==> src/rtl/fixed_div_if.sv <==
// Handshake and data bundle for the sequential fixed-point divider.
// The requester (master) drives start and the operands; the divider (slave)
// returns the registered quotient, busy/done handshake and status flags.
interface fixed_div_if #(
    parameter int WIDTH = 32
);
    logic             start;
    logic [WIDTH-1:0] A;
    logic [WIDTH-1:0] B;
    logic [WIDTH-1:0] QUOTIENT;
    logic             busy;
    logic             done;
    logic             div_by_zero;
    logic             overflow;

    modport master (
        output start, A, B,
        input  QUOTIENT, busy, done, div_by_zero, overflow
    );

    modport slave (
        input  start, A, B,
        output QUOTIENT, busy, done, div_by_zero, overflow
    );
endinterface

==> src/rtl/fixed_div.sv <==
// Unsigned fixed-point divider, restoring shift-subtract.
// Computes floor((A << FRAC) / B) one quotient bit per clock, MSB first,
// over WIDTH+FRAC iterations. Latency is constant for every operand pair:
// B = 0 and overflow cases run the full iteration count and are only
// classified when the result is written back.
module fixed_div #(
    parameter int WIDTH = 32,
    parameter int FRAC  = 16
) (
    input  logic        clk,
    input  logic        reset,
    fixed_div_if.slave  bus
);
    localparam int ITER  = WIDTH + FRAC;
    localparam int CNT_W = $clog2(ITER);

    typedef enum logic [1:0] {
        IDLE = 2'd0,
        CALC = 2'd1,
        DONE = 2'd2
    } state_t;

    // Registered state
    state_t             state_r;
    logic [CNT_W-1:0]   cnt_r;
    logic [ITER-1:0]    dq_r;       // dividend bits shift out of the top, quotient bits shift in at the bottom
    logic [WIDTH-1:0]   rem_r;      // partial remainder, always < divisor
    logic [WIDTH-1:0]   b_r;        // divisor latched at start
    logic [WIDTH-1:0]   quot_r;
    logic               dbz_r;
    logic               ovf_r;
    logic               busy_r;
    logic               done_r;

    // Next-state values
    state_t             state_next_s;
    logic [CNT_W-1:0]   cnt_next_s;
    logic [ITER-1:0]    dq_next_s;
    logic [WIDTH-1:0]   rem_next_s;
    logic [WIDTH-1:0]   b_next_s;
    logic [WIDTH-1:0]   quot_next_s;
    logic               dbz_next_s;
    logic               ovf_next_s;
    logic               busy_next_s;
    logic               done_next_s;

    // Datapath helpers
    logic [WIDTH:0]     rem_sh_s;
    logic [WIDTH-1:0]   rem_sub_s;
    logic               ge_s;
    logic               b_zero_s;
    logic               q_high_s;

    // One restoring step: bring down the next dividend bit and trial-subtract.
    always_comb begin
        rem_sh_s  = {rem_r, dq_r[ITER-1]};
        ge_s      = (rem_sh_s >= {1'b0, b_r});
        // The difference is below the divisor whenever it is kept, so the
        // low WIDTH bits carry the whole remainder.
        rem_sub_s = rem_sh_s[WIDTH-1:0] - b_r;
        b_zero_s  = (b_r == {WIDTH{1'b0}});
        // Any quotient bit at or above 2^WIDTH means the result does not fit.
        q_high_s  = ((dq_r >> WIDTH) != {ITER{1'b0}});
    end

    // Next-state and output logic for the IDLE/CALC/DONE sequencer.
    always_comb begin
        state_next_s = state_r;
        cnt_next_s   = cnt_r;
        dq_next_s    = dq_r;
        rem_next_s   = rem_r;
        b_next_s     = b_r;
        quot_next_s  = quot_r;
        dbz_next_s   = dbz_r;
        ovf_next_s   = ovf_r;
        busy_next_s  = busy_r;
        done_next_s  = 1'b0;

        case (state_r)
            IDLE: begin
                if (bus.start) begin
                    dq_next_s    = ITER'(bus.A) << FRAC;
                    b_next_s     = bus.B;
                    rem_next_s   = {WIDTH{1'b0}};
                    cnt_next_s   = {CNT_W{1'b0}};
                    busy_next_s  = 1'b1;
                    state_next_s = CALC;
                end else begin
                    busy_next_s  = 1'b0;
                    state_next_s = IDLE;
                end
            end
            CALC: begin
                rem_next_s = ge_s ? rem_sub_s : rem_sh_s[WIDTH-1:0];
                dq_next_s  = {dq_r[ITER-2:0], ge_s};
                cnt_next_s = cnt_r + {{(CNT_W-1){1'b0}}, 1'b1};
                if (cnt_r == CNT_W'(ITER - 1)) begin
                    state_next_s = DONE;
                end else begin
                    state_next_s = CALC;
                end
            end
            DONE: begin
                // Divide-by-zero takes precedence; it never also reports overflow.
                dbz_next_s = b_zero_s;
                ovf_next_s = !b_zero_s && q_high_s;
                if (b_zero_s || q_high_s) begin
                    quot_next_s = {WIDTH{1'b1}};
                end else begin
                    quot_next_s = dq_r[WIDTH-1:0];
                end
                done_next_s  = 1'b1;
                busy_next_s  = 1'b0;
                state_next_s = IDLE;
            end
            default: begin
                busy_next_s  = 1'b0;
                state_next_s = IDLE;
            end
        endcase
    end

    // State and datapath registers; reset clears everything without a clock.
    always_ff @(posedge clk or negedge reset) begin
        if (!reset) begin
            state_r <= IDLE;
            cnt_r   <= {CNT_W{1'b0}};
            dq_r    <= {ITER{1'b0}};
            rem_r   <= {WIDTH{1'b0}};
            b_r     <= {WIDTH{1'b0}};
            quot_r  <= {WIDTH{1'b0}};
            dbz_r   <= 1'b0;
            ovf_r   <= 1'b0;
            busy_r  <= 1'b0;
            done_r  <= 1'b0;
        end else begin
            state_r <= state_next_s;
            cnt_r   <= cnt_next_s;
            dq_r    <= dq_next_s;
            rem_r   <= rem_next_s;
            b_r     <= b_next_s;
            quot_r  <= quot_next_s;
            dbz_r   <= dbz_next_s;
            ovf_r   <= ovf_next_s;
            busy_r  <= busy_next_s;
            done_r  <= done_next_s;
        end
    end

    assign bus.QUOTIENT    = quot_r;
    assign bus.busy        = busy_r;
    assign bus.done        = done_r;
    assign bus.div_by_zero = dbz_r;
    assign bus.overflow    = ovf_r;
endmodule

==> src/flat_wrapper.sv <==
// flat-port wrapper written by rule: the top's interface ports become plain ports
module fixed_div_flat 
#(
    parameter int WIDTH = 32,
    parameter int FRAC  = 16
)
  (clk, reset, bus_start, bus_A, bus_B, bus_QUOTIENT, bus_busy, bus_done, bus_div_by_zero, bus_overflow);
  fixed_div_if #(.WIDTH(WIDTH)) bus_i ();
  input  logic clk;
  input  logic reset;
  input wire logic [$bits(bus_i.start)-1:0] bus_start;
  input wire logic [$bits(bus_i.A)-1:0] bus_A;
  input wire logic [$bits(bus_i.B)-1:0] bus_B;
  output wire logic [$bits(bus_i.QUOTIENT)-1:0] bus_QUOTIENT;
  output wire logic [$bits(bus_i.busy)-1:0] bus_busy;
  output wire logic [$bits(bus_i.done)-1:0] bus_done;
  output wire logic [$bits(bus_i.div_by_zero)-1:0] bus_div_by_zero;
  output wire logic [$bits(bus_i.overflow)-1:0] bus_overflow;
  assign bus_i.start = bus_start;
  assign bus_i.A = bus_A;
  assign bus_i.B = bus_B;
  assign bus_QUOTIENT = bus_i.QUOTIENT;
  assign bus_busy = bus_i.busy;
  assign bus_done = bus_i.done;
  assign bus_div_by_zero = bus_i.div_by_zero;
  assign bus_overflow = bus_i.overflow;
  fixed_div #(.WIDTH(WIDTH), .FRAC(FRAC)) u_core (.clk(clk), .reset(reset), .bus(bus_i));
endmodule
==> config.mk <==
export PLATFORM = sky130hd
export DESIGN_NAME = fixed_div_flat
export DESIGN_NICKNAME = d
export VERILOG_FILES = /design/src/rtl/fixed_div_if.sv /design/src/rtl/fixed_div.sv /design/src/flat_wrapper.sv
export SDC_FILE = /design/constraint.sdc
export NUM_CORES = 1
export LEC_CHECK = 0
export BUFFER_PORTS_ARGS = -buffer_cell sky130_fd_sc_hd__buf_2
export CAP_MARGIN = 5
export CORE_MARGIN = 2
export CORE_UTILIZATION = 57
export CTS_BUF_LIST = sky130_fd_sc_hd__clkbuf_4 sky130_fd_sc_hd__clkbuf_8
export DETAILED_ROUTE_END_ITERATION = 12
export HOLD_SLACK_MARGIN = 0.06
export PLACE_DENSITY = 0.79
export SLEW_MARGIN = 20
export SYNTH_ARGS = -nofsm -noshare
export SYNTH_HDL_FRONTEND = slang
export SYNTH_SLANG_ARGS = --single-unit
export TNS_END_PERCENT = 30
==> constraint.sdc <==
create_clock -name clk -period 3.6 [get_ports clk]
set_input_delay 0.54 -clock clk [delete_from_list [all_inputs] [get_ports clk]]
set_output_delay 0.54 -clock clk [all_outputs]
set_load 0.02 [all_outputs]
; ---- Yosys cells after proc, flatten, opt, wreduce, memory -nomap -nowiden
; Index checks and enable logic that the tools add are counted.
[word_totals]
elab_cells = 40
inputBits = 67
register_bits = 156
[op_classes]
n_reduce_logical = 9
addsub = 2
n_eq_ne = 4
order_cmp = 1
muxes = 14
[ops]
columns = operator, n
row1 = $mux W32, 3
row2 = $pmux W48 S2, 1
row3 = $pmux W32 S2, 1
row4 = $mux W48, 1
row5 = $reduce_bool A48 Y1, 1
row6 = $ge A33 B32 Y1, 1
row7 = $logic_not A32 Y1, 1
row8 = $sub A32 B32 Y32, 1
row9 = $pmux W6 S2, 1
row10 = $add A6 B1 Y6 const B, 1
row11 = $eq A6 B6 Y1 const B, 1
row12 = $mux W6, 1
row13 = $pmux W2 S2, 1
row14 = $reduce_and A2 Y1, 2
row15 = $mux W1, 3
row16 = $eq A2 B1 Y1 const B, 1
row17 = $eq A2 B2 Y1 const B, 1
row18 = $logic_not A2 Y1, 1
row19 = $mux W2, 1
row20 = $ne A2 B2 Y1 const B, 1
row21 = $pmux W1 S2, 1
row22 = $reduce_bool A2 Y1, 1
row23 = $logic_and A1 B1 Y1, 1
row24 = $logic_not A1 Y1, 1
row25 = $logic_or A1 B1 Y1, 1

; ---- Longest topological paths before layout
; Gate-level depths: netlist of the first run.
[depth]
depth_word = 3
depth_mapped = 14

; ---- Worst setup path after synthesis of the first run
; Ideal clock, no wire load.
[synth_timing]
kind = reg2reg
startpoint = register u_core.rem_r[2]
endpoint = register u_core.rem_r[8]
arrival_time_ns = 2.485
slack_ns = 0.989
period_less_slack_ns = 2.611
stages_incl_launch_ff = 13
cell_sequence = dfrtp_1 ha_1 clkbuf_1 a211oi_1 a211o_1 a211o_1 nand2_1 o21ai_1 a22oi_2 buf_6 buf_12 nor2_2 a221o_1
[synth_via]
elab_chain_cells = 3
elab_cells_between_ends = 4
classes_between = add/sub (1) / order compare (1) / mux (2)
[synth_lines]
columns = element, line
row1 = start: declaration, fixed_div.sv:27  ; logic [WIDTH-1:0] rem_r;
row2 = start signal: assignment, fixed_div.sv:129  ; rem_r <= {WIDTH{1'b0}};
row3 = start signal: assignment, fixed_div.sv:140  ; rem_r <= rem_next_s;
row4 = $sub A32 B32 Y32 / $ge A33 B32 Y1 (equally long branches), "fixed_div.sv:60, fixed_div.sv:57"
row5 = $mux W32 (*), fixed_div.sv:94  ; rem_next_s = ge_s ? rem_sub_s : rem_sh_s[WIDTH-1:0];
row6 = $pmux W32 S2 (*), fixed_div.sv:79  ; case (state_r)
; Every way passes the cells marked *; elsewhere a longest branch is shown, timed or not.
; A chain may end at the register's enable or synchronous reset.

; ---- Worst setup path in the final report of the first run
[layout_timing]
startpoint = register u_core.dq_r[47]
endpoint = register u_core.rem_r[30]
[layout_via]
elab_chain_cells = 3
elab_cells_between_ends = 4
classes_between = add/sub (1) / order compare (1) / mux (2)
[layout_lines]
columns = element, line
row1 = start: declaration, fixed_div.sv:26  ; logic [ITER-1:0] dq_r;
row2 = start signal: assignment, fixed_div.sv:128  ; dq_r <= {ITER{1'b0}};
row3 = start signal: assignment, fixed_div.sv:139  ; dq_r <= dq_next_s;
row4 = $sub A32 B32 Y32 / $ge A33 B32 Y1 (equally long branches), "fixed_div.sv:60, fixed_div.sv:57"
row5 = $mux W32 (*), fixed_div.sv:94
row6 = $pmux W32 S2 (*), fixed_div.sv:79
; Marks and branches as above.

==> results.yml, run 1 <==
run_status:
  status: "completed"
setup_path:
  ff2ff_path_depth: 12
  crit_path_start_kind: "flop"
  endpoint_kind: "flop"
  crit_path_max_incr_delay_ns: 0.54
  cp.arrival_ns: 3.45
  critPathKind: "reg2reg"
  crit_chain: "inv_1, ha_1, fa_1, nand2b_1, a21o_1, a211oi_1, o2111ai_1, nand2_1, o21a_1, xor2_1, mux2i_1, o21ai_1"
  required_ns: 3.98
  slowest_stage: "a211oi_1"
  cp_max_fo: 4
clocking:
  cts_sinks: 156
  root_buffer: "clkbuf_8"
  cts_tree: "yes"
  htreeDepth: 4
  postCtsSetupBuffers: 0
  clk_latency_ns: 0.46
  cts_resized: 0
  clock_path_buffers: 2
  cts_hold_buffers: 0
  clk_pin_slew_ns: 0.08
  numCtsBuffers: 17
cells_and_area:
  syn_to_final_growth_pct: 14.1
  nets: 1053
  antenna-diode-count: 0
  drive_gt1_share_pct: 16.6
timing:
  max_clock_freq_mhz: 327
  tightest_slew_ns: 0.824
  final_hold_viol_count: 0
  relSlewSlack_pct: 45.1
  skew_ns: 0.0106
  timing.final.crit_period_ns: 3.06
  setup_tns_ns: 0
  maxSlewViolCount: 0
  timing.hold.ws_ns: 0.150
  period_share_pct: 85.0
  setup_viol: 0
  rsz0062_at_grt: "no"
route:
  viasPerCell: 6.00
  drt-met1-wl_um: 9080
  route.vias.total: 6899
  met2_length_um: 9180
  drt_iter0_markers: 574
  routed_wl_um: 19600
  met3_length_um: 926
  top_layer_used: "met4"
  drc: 0
  ant_nets: 0
  drtPass1Iterations: 6
  routedWlPerCell_um: 17.0
floorplanning:
  rows: 44
  ios: 103
  die_area_mm2: 0.0157
  coreArea_mm2: 0.0144
  die_w_um: 125
  initial_core_util_pct: 58.0
  die_y_um: 125
synthesis:
  synth_edf_count: 0
  synth-adder-area-share_pct: 5.18
  synth_cells: 870
  avgSynthCellArea_um2: 9.61
  synth_seq_cells: 156
  synth_nets: 971
  yosysSeqAreaShare_pct: 46.7
  synth_compound_area_share_pct: 24.2
  synthArstFlopShare_pct: 100
  yosysWarnings: 0
  ys_types: 58
  synth_top_family_by_area: "compound AO/OA/AOI/OAI gates"
  syn-cell-area_mm2: 0.00836
  yosys.area_share.simple_pct: 12.7
  synth_flop_cell: "dfrtp_1"
  synthXorXnorAreaFrac_pct: 2.93
  muxShareOfSynthArea_pct: 3.71
global_route:
  grt_usage_pct: 25.6
  overflow: 0
  grt_first_pass_wirelength_um: 32900
  grt_pass1_vias: 6632
  antenna_found_initial: 0
  grt_max_degree: 92
place:
  place.port_buffers: 102
  dp_hpwl_um: 13300
  gp_congestion: 0.877
power_and_ir_drop:
  p_per_area_mw_per_mm2: 1130
  p_leak_nw: 4.54
  vdd_ir_drop_max_mv: 0.598
flow_run:
  maxCapViolCount: 0
hold_path:
  hold_path.class: "in2async"
==> per-layer routing <==
metal  track usage (%)  vias to the layer above
li1                  -                     3312
met1              36.1                     3344
met2              40.1                      207
met3              4.15                       36
met4              9.61                        0
met5                 0                        -
==> cell families (layout without fill, tap and decap cells) <==
group	Yosys count	count (layout)
compound gates	312	312
xor+xnor	28	28
buf+inv	91	186
flops	156	156
simple gates	218	218
fa+ha+maj	34	34
mux	31	31
==> critical path: cells and delay by family, from the launching register on <==
family                   cells  cell delay (ns)
AO/OA/AOI/OAI                5             1.27
adder cells (fa/ha/maj)      2             0.62
flip-flops                   1             0.39
AND/OR/NAND/NOR              2             0.39
XOR/XNOR                     1             0.15
multiplexers                 1             0.09
buffers and inverters        1             0.08
==> cells in the final DEF (no fill, tap or decap), drive strengths merged, types with 4 or more instances in the layout <==
master    count
a211oi        4
a21o         17
a21oi        59
a22o         19
a22oi        32
and3          5
buf         116
bufinv        6
clkbuf       17
clkinvlp      4
dfrtp       156
ha           33
inv          42
mux2i        31
nand2        94
nand2b        5
nand3         9
nand4         9
nor2         22
nor2b        38
nor3          9
nor4         16
o211ai        7
o21a          4
o21ai       111
o22a         32
xnor2        20
xor2          8
==> power by group <==
group          internal [W]  leakage, nW  switching (W)
sequential          0.00255         1.95       0.000611
clock              0.000908        0.233       0.000695
combinational       0.00273         2.36        0.00332
total               0.00619         4.54        0.00462
==> metrics by stage <==
stage               utilization [%]  setup slack, ns  area [um^2]  std cells  power, W
floorplan                         -            0.989         8360        870   0.00798
global placement               62.5            0.684         9020       1116   0.00898
detailed placement             62.5            0.651         9020       1116   0.00916
CTS                            65.9            0.585         9510       1148    0.0108
global route                   66.1            0.375         9540       1149    0.0117
finish                         66.1            0.538         9540       1149    0.0108
==> path summary, 6_finish.rpt <==
path                                             start                                  end  slack (ns)
setup / recovery           u_core.dq_r[47]$_DFFE_PN0P_         u_core.rem_r[30]$_DFFE_PN0P_        0.54
hold / removal                                   reset  u_core.bus.QUOTIENT[20]$_DFFE_PN0P_        0.15
setup reg to reg           u_core.dq_r[47]$_DFFE_PN0P_         u_core.rem_r[30]$_DFFE_PN0P_        0.54
hold reg to reg            u_core.bus.busy$_DFFE_PN0N_          u_core.bus.busy$_DFFE_PN0N_        0.49
max in group asynchronous                        reset  u_core.bus.QUOTIENT[30]$_DFFE_PN0P_        2.68
min in group clk                             bus_B[13]           u_core.b_r[13]$_DFFE_PN0P_        0.27
==> area by class of cell <==
| cell class | count | area, um^2 |
|---|---|---|
| tap | 184 | 230 |
| clock inverter | 15 | 259 |
| sequential | 156 | 3900 |
| inverter | 38 | 143 |
| timing repair buffer | 116 | 667 |
| clock buffer | 17 | 234 |
| multi-input combinational | 623 | 4100 |
| fill | 1193 | 4890 |
==> cell usage after synthesis, drive strengths merged, types with 2 or more instances <==
cell type | count | area, um^2
or2 | 3 | 18.8
nor4 | 16 | 100
a2111oi | 2 | 25.0
o21ai | 111 | 556
buf | 5 | 65.1
or3 | 3 | 18.8
o31a | 3 | 26.3
nand3 | 9 | 45.0
xnor2 | 20 | 175
a31oi | 3 | 18.8
inv | 38 | 143
nor2b | 38 | 238
a21o | 17 | 128
o22a | 32 | 280
xor2 | 8 | 70.1
nand2 | 94 | 353
o211ai | 7 | 57.6
a211o | 2 | 17.5
and2 | 2 | 12.5
nor3 | 9 | 45.0
nor2 | 22 | 85.1
and3 | 5 | 31.3
mux2i | 31 | 310
o21a | 4 | 30.0
o31ai | 3 | 27.5
a22o | 19 | 166
nand4 | 9 | 56.3
a311oi | 2 | 17.5
dfrtp | 156 | 3900
a21oi | 59 | 295
clkbuf | 48 | 180
a22oi | 32 | 245
o21bai | 3 | 22.5
nand2b | 5 | 31.3
o2bb2ai | 2 | 17.5
a211oi | 4 | 30.0
ha | 33 | 413
==> registers in the layout, summed over array words and instances, names as in the netlist <==
name,count
u_core.bus.busy,1
u_core.bus.div_by_zero,1
u_core.rem_r,32
u_core.bus.QUOTIENT,32
u_core.dq_r,48
u_core.bus.overflow,1
u_core.bus.done,1
u_core.cnt_r,6
u_core.state_r,2
u_core.b_r,32
No activity file was read; power rests on OpenSTA's default activity.
==> run 2: changes to the inputs <==
--- a/config.mk
+++ b/config.mk
@@ -13,6 +13,7 @@
 export DETAILED_ROUTE_END_ITERATION = 12
 export HOLD_SLACK_MARGIN = 0.06
 export PLACE_DENSITY = 0.79
+export REMOVE_ABC_BUFFERS = 1
 export SLEW_MARGIN = 20
 export SYNTH_ARGS = -nofsm -noshare
 export SYNTH_HDL_FRONTEND = slang
==> run 2 against run 1 <==
Against the previous run: first-iteration DRC count decreased by 5.1%; hold slack got worse by 0.047 ns; clock power decreased by 13%; combinational power decreased by 0.8%; wire length decreased by 2.7%; utilization decreased by 0.57 points; sequential share of layout area increased by 0.36 points; die area unchanged; power decreased by 2.4%.
==> results.yml, run 2 (same netlist as run 1, synthesis figures left out) <==
run_status:
  status: "completed"
timing:
  rsz0062_at_grt: "no"
  period_share_pct: 83.1
  setup_viol: 0
  relSlewSlack_pct: 51.4
  skew_ns: 0.0155
  tightest_slew_ns: 0.729
  timing.final.crit_period_ns: 2.99
  final_hold_viol_count: 0
  maxSlewViolCount: 0
  max_clock_freq_mhz: 334
clocking:
  cts_sinks: 156
  htreeDepth: 4
  clk_latency_ns: 0.47
  cts_tree: "yes"
  cts_hold_buffers: 0
  root_buffer: "clkbuf_8"
  clk_pin_slew_ns: 0.10
  numCtsBuffers: 17
  postCtsSetupBuffers: 0
  cts_resized: 0
  clock_path_buffers: 2
place:
  place.port_buffers: 102
  placed_area_mm2: 0.00903
  dp_hpwl_um: 13100
  gp_congestion: 0.950
cells_and_area:
  regArea_mm2: 0.00390
  stdcell_area_mm2: 0.00946
  nFillCells: 1180
  final_common_cell: "dfrtp_1"
  drive_gt1_share_pct: 16.8
  regMostFlops: "u_core.dq_r"
  largest_reg_flops: 48
  nets: 1055
  multi_input_area_mm2: 0.00410
  syn_to_final_growth_pct: 13.1
  final_cell_mix: "dfrtp_1, buf_2, nand2_1"
  fin_util_pct: 65.6
route:
  drt_iter0_markers: 545
  route.vias.total: 6827
  routed_wl_um: 19000
  drc: 0
  viasPerCell: 5.93
  ant_nets: 0
  drtPass1Iterations: 5
  routedWlPerCell_um: 16.5
global_route:
  grt_usage_pct: 25.5
  overflow: 0
  grt_first_pass_wirelength_um: 32700
  antenna_found_initial: 1
  grt_max_degree: 80
  grt_pass1_vias: 6477
power_and_ir_drop:
  p_per_area_mw_per_mm2: 1120
  vdd_ir_drop_max_mv: 0.624
  p_leak_nw: 4.52
hold_path:
  hold_path.class: "in2async"
floorplanning:
  die_area_mm2: 0.0157
  ios: 103
  die_w_um: 125
  die_y_um: 125
  initial_core_util_pct: 58.0
  rows: 44
  coreArea_mm2: 0.0144
setup_path:
  crit_path_start_kind: "flop"
  required_ns: 3.96
  cp_max_fo: 4
  endpoint_kind: "flop"
  cp.arrival_ns: 3.35
  critPathKind: "reg2reg"
flow_run:
  maxCapViolCount: 0
[run 2: metrics by stage]
stage / cells / total power [W] / setup slack [ns] / hold WS, ns / TNS, ns
detailed placement: 1119 / 0.00912 / 0.622 / 0.468 / 0
finish: 1152 / 0.0105 / 0.610 / 0.103 / 0
floorplan: 817 / 0.00781 / -0.560 / 0.244 / -19.41
global placement: 1119 / 0.00897 / 0.748 / 0.455 / 0
global route: 1152 / 0.0115 / 0.390 / 0.152 / 0
CTS: 1151 / 0.0105 / 0.627 / 0.118 / 0
[run 2: area by class of cell]
class | instances | share of cell area [%]
repair buffers | 118 | 6.87
inverters | 38 | 1.51
flip-flops and latches | 156 | 41.3
diodes | 1 | 0.0265
clock inverters | 14 | 1.88
well taps | 184 | 2.43
clock buffers | 18 | 2.62
multi-input cells | 623 | 43.4
[run 2: path summary, 6_finish.rpt]
check                      depth (start not counted)  slack, ns                   startpoint                             endpoint
max                                               12       0.61  u_core.dq_r[47]$_DFFE_PN0P_         u_core.rem_r[24]$_DFFE_PN0P_
min                                                1       0.10                        reset  u_core.bus.QUOTIENT[23]$_DFFE_PN0P_
max reg2reg                                       12       0.61  u_core.dq_r[47]$_DFFE_PN0P_         u_core.rem_r[24]$_DFFE_PN0P_
min reg2reg                                        2       0.48  u_core.bus.busy$_DFFE_PN0N_          u_core.bus.busy$_DFFE_PN0N_
max in group asynchronous                          2       2.63                        reset          u_core.rem_r[7]$_DFFE_PN0P_
min in group clk                                   3       0.26                    bus_B[28]           u_core.b_r[28]$_DFFE_PN0P_
[run 2: metal layers]
metal | vias to the layer above | track usage (%) | share of wire (%)
met1 | 3296 | 37.9 | 48
met5 | - | 0 | 0
li1 | 3322 | - | -
met2 | 180 | 37.7 | 45
met4 | 0 | 7.97 | 1.9
met3 | 29 | 5.39 | 5.2
[run 2: where the power goes]
part	internal, W	switching [W]
registers	0.00255	0.000601
logic	0.00272	0.00328
clock network	0.000663	0.000737
total	0.00593	0.00461
[run 2: critical path: stages, from the launching register on]
cell and delay (ns):
dfrtp_1 0.39, inv_1 0.08, ha_1 0.22, fa_1 0.40, nand2b_1 0.20, a21o_1 0.17, a211oi_1 0.50, o31ai_2 0.18
o21ai_1 0.23, a311oi_1 0.14, xnor2_1 0.15, mux2i_1 0.16, o21ai_1 0.07
==> run 3: changes to the inputs <==
--- a/config.mk
+++ b/config.mk
@@ -5,6 +5,7 @@
 export SDC_FILE = /design/constraint.sdc
 export NUM_CORES = 1
 export LEC_CHECK = 0
+export ABC_AREA = 1
 export BUFFER_PORTS_ARGS = -buffer_cell sky130_fd_sc_hd__buf_2
 export CAP_MARGIN = 5
 export CORE_MARGIN = 2
@@ -12,7 +13,7 @@
 export CTS_BUF_LIST = sky130_fd_sc_hd__clkbuf_4 sky130_fd_sc_hd__clkbuf_8
 export DETAILED_ROUTE_END_ITERATION = 12
 export HOLD_SLACK_MARGIN = 0.06
-export PLACE_DENSITY = 0.79
+export PLACE_DENSITY = 0.78
 export REMOVE_ABC_BUFFERS = 1
 export SLEW_MARGIN = 20
 export SYNTH_ARGS = -nofsm -noshare
==> constraint.sdc (replaced) <==
create_clock -name clk -period 3 [get_ports clk]
set_input_delay 0.45 -clock clk [delete_from_list [all_inputs] [get_ports clk]]
set_output_delay 0.45 -clock clk [all_outputs]
set_load 0.02 [all_outputs]
==> run 3 against run 2 <==
Against the previous run: die area rose by 14%; hold slack better by 0.066 ns; clock power grew 21%; area after synthesis grew 15%.
==> results.yml, run 3 <==
global_route:
  grt_first_pass_wirelength_um: 40100
  antenna_found_initial: 0
  met1_usage_pct: 39.5
  use_met2_pct: 42.9
  grt_max_degree: 73
  overflow: 0
  met3_usage_pct: 5.44
  grt.busiest_layer: "met2"
  grt_usage_pct: 27.8
  grt_pass1_vias: 8149
route:
  viasPerCell: 5.26
  route.vias.total: 8799
  drc: 0
  drt_iter0_markers: 639
  routedWlPerCell_um: 14.5
  routed_wl_um: 24200
  drtPass1Iterations: 5
  ant_nets: 0
cells_and_area:
  regMostFlops: "u_core.dq_r"
  largest_reg_flops: 48
  syn_to_final_growth_pct: 12.0
  drive_gt1_share_pct: 14.9
  nFillCells: 1514
  multi_input_area_mm2: 0.00462
  nets: 1541
  fin_util_pct: 64.9
  antenna-diode-count: 0
  final_common_cell: "nand2_1"
  final_cell_mix: "nand2_1, inv_1, dfrtp_1"
  regArea_mm2: 0.00390
setup_path:
  slowest_stage: "nor2_4"
  crit_path_max_incr_delay_ns: 0.48
  worst-path-stages: 16
  cp.buffers_inverters: 2
  crit_path_end: "u_core.rem_r[29]$_DFFE_PN0P_"
  crit_path_start: "u_core.b_r[19]$_DFFE_PN0P_"
  r2r_end: "u_core.rem_r[29]$_DFFE_PN0P_"
  path_delay_family: "simple AND/OR/NAND/NOR gates"
  cp.arrival_ns: 3.15
  required_ns: 3.37
  reg2reg_from: "u_core.b_r[19]$_DFFE_PN0P_"
  reg2reg_slack_ns: 0.22
  endpoint_kind: "flop"
  cp_max_fo: 33
  ff2ff_path_depth: 16
  crit_path_start_kind: "flop"
  cp_common_cell: "nand2_1"
  crit_chain: "inv_1, ha_1, nand2_2, inv_2, nand2_1, nand2_1, nand2_1, nand2_1, nand2_1, nand3_2, nor2_4, nand2_8, nand2_4, nand2_1, nand2_1, nand2_1"
  critPathKind: "reg2reg"
floorplanning:
  rows: 47
  die_w_um: 134
  die_area_mm2: 0.0179
  ios: 103
  coreArea_mm2: 0.0165
  die_y_um: 134
  initial_core_util_pct: 57.9
place:
  dp_hpwl_um: 17200
  place.port_buffers: 102
  gp_congestion: 1.01
  place_ws_ns: 0.172
synthesis:
  synth_seq_cells: 156
  synth_flop_cell: "dfrtp_1"
  avgSynthCellArea_um2: 7.10
  synthTopCellsByArea: "dfrtp_1, nand2_1, inv_1"
  syn-cell-area_mm2: 0.00958
  synthArstFlopShare_pct: 100
  synthTopCellsByCount: "nand2_1, inv_1, dfrtp_1"
  yosysWarnings: 0
  netlist.area_leader.share_pct: 40.8
  yosysSeqAreaShare_pct: 40.8
  synth.most_common_cell: "nand2_1"
  synth_cells: 1349
  ys_types: 44
  synth_edf_count: 0
  yosys.area.top_type: "dfrtp_1"
run_status:
  status: "completed"
timing:
  timing.hold.ws_ns: 0.169
  maxSlewViolCount: 0
  setup_slack_ns: 0.222
  relSlewSlack_pct: 30.5
  period_share_pct: 92.6
  rsz0062_at_grt: "no"
  skew_ns: 0.0204
  tightest_slew_ns: 1.04
  max_clock_freq_mhz: 360
  timing.final.crit_period_ns: 2.78
  setup_viol: 0
  final_hold_viol_count: 0
clocking:
  cts_sinks: 156
  postCtsSetupBuffers: 0
  numCtsBuffers: 17
  root_buffer: "clkbuf_8"
  cts_resized: 0
  cts_tree: "yes"
  clk_pin_slew_ns: 0.10
  clk_latency_ns: 0.48
  clock_path_buffers: 2
  htreeDepth: 4
hold_path:
  hold_path.class: "in2reg"
power_and_ir_drop:
  p_leak_nw: 6.11
  finalPower_w: 0.00389
  p_per_area_mw_per_mm2: 363
  vdd_ir_drop_max_mv: 0.270
flow_run:
  maxCapViolCount: 0
run 3: cell count changes after synthesis, sizes merged, moves of 38 or more:
cell | before | now
nor2 | 22 | 84
nand3 | 9 | 102
nand2 | 94 | 473
a21oi | 59 | 14
nor2b | 38 | 0
o21ai | 111 | 51
inv | 38 | 228
run 3: routing by layer:
| metal | wire length (um) | up-vias | share of wire, % |
|---|---|---|---|
| li1 | - | 4397 | - |
| met1 | 11300 | 4089 | 47 |
| met2 | 10900 | 259 | 45 |
| met3 | 1290 | 54 | 5.3 |
| met4 | 633 | 0 | 2.6 |
| met5 | 0 | - | 0 |
run 3: how the worst min path moves through the flow:
| stage | slack (ns) | from | cells past startpoint | end |
|---|---|---|---|---|
| after floorplan | 0.15 | reset | 0 | u_core.b_r[0]$_DFFE_PN0P_ |
| after global placement | 0.46 | u_core.bus.busy$_DFFE_PN0N_ | 2 | u_core.bus.busy$_DFFE_PN0N_ |
| after detailed placement | 0.48 | u_core.bus.div_by_zero$_DFFE_PN0P_ | 1 | u_core.bus.div_by_zero$_DFFE_PN0P_ |
| after CTS | 0.16 | bus_B[0] | 3 | u_core.b_r[0]$_DFFE_PN0P_ |
| after global routing | 0.18 | bus_B[7] | 3 | u_core.b_r[7]$_DFFE_PN0P_ |
| final | 0.17 | bus_B[0] | 3 | u_core.b_r[0]$_DFFE_PN0P_ |
run 3: where the power goes:
part,internal [W],total [W],switching (W)
Clock,0.000769,0.00170,0.000931
Combinational,0.0000357,0.0000904,0.0000548
Sequential,0.00210,0.00210,0
run 3: logic make-up (layout without fill, tap and decap cells):
group	after synthesis	count (layout)	synth area share (%)
AND/OR/NAND/NOR	753	754	34.8
buffers and inverters	275	378	11.3
flip-flops	156	156	40.8
adder cells (fa/ha/maj)	34	34	4.52
AO/OA/AOI/OAI	117	117	7.40
XOR/XNOR	14	14	1.28
run 3: per-stage QoR:
stage	area, um^2	setup TNS [ns]	std cells
3_5_place_dp	10300	0	1639
4_1_cts	10700	0	1672
2_1_floorplan	9360	-88.27	1303
6_report	10700	0	1673
3_3_place_gp	10300	0	1639
5_1_grt	10700	0	1673
run 3: timing repair:
| item | in CTS | in global routing |
|---|---|---|
| setup endpoints to repair | 0 | 10 |
| hold buffers | 1 | 0 |
| endpoints found under the hold margin | 69 | 0 |
run 3: worst register-to-register path: stages (launching register included):
cell and delay (ns):
dfrtp_1 0.37, inv_1 0.08, ha_1 0.36, nand2_2 0.13
inv_2 0.03, nand2_1 0.06, nand2_1 0.08, nand2_1 0.07
nand2_1 0.08, nand2_1 0.09, nand3_2 0.14, nor2_4 0.48
nand2_8 0.29, nand2_4 0.22, nand2_1 0.08, nand2_1 0.07
nand2_1 0.05
run 3: cell type report:
| class | instances | share of cell area (%) |
|---|---|---|
| Inverter | 229 | 8.02 |
| Timing Repair Buffer | 117 | 6.01 |
| Multi-Input combinational cell | 919 | 43.1 |
| Clock buffer | 17 | 2.18 |
| Tap cell | 220 | 2.57 |
| Sequential cell | 156 | 36.4 |
| Clock inverter | 15 | 1.73 |
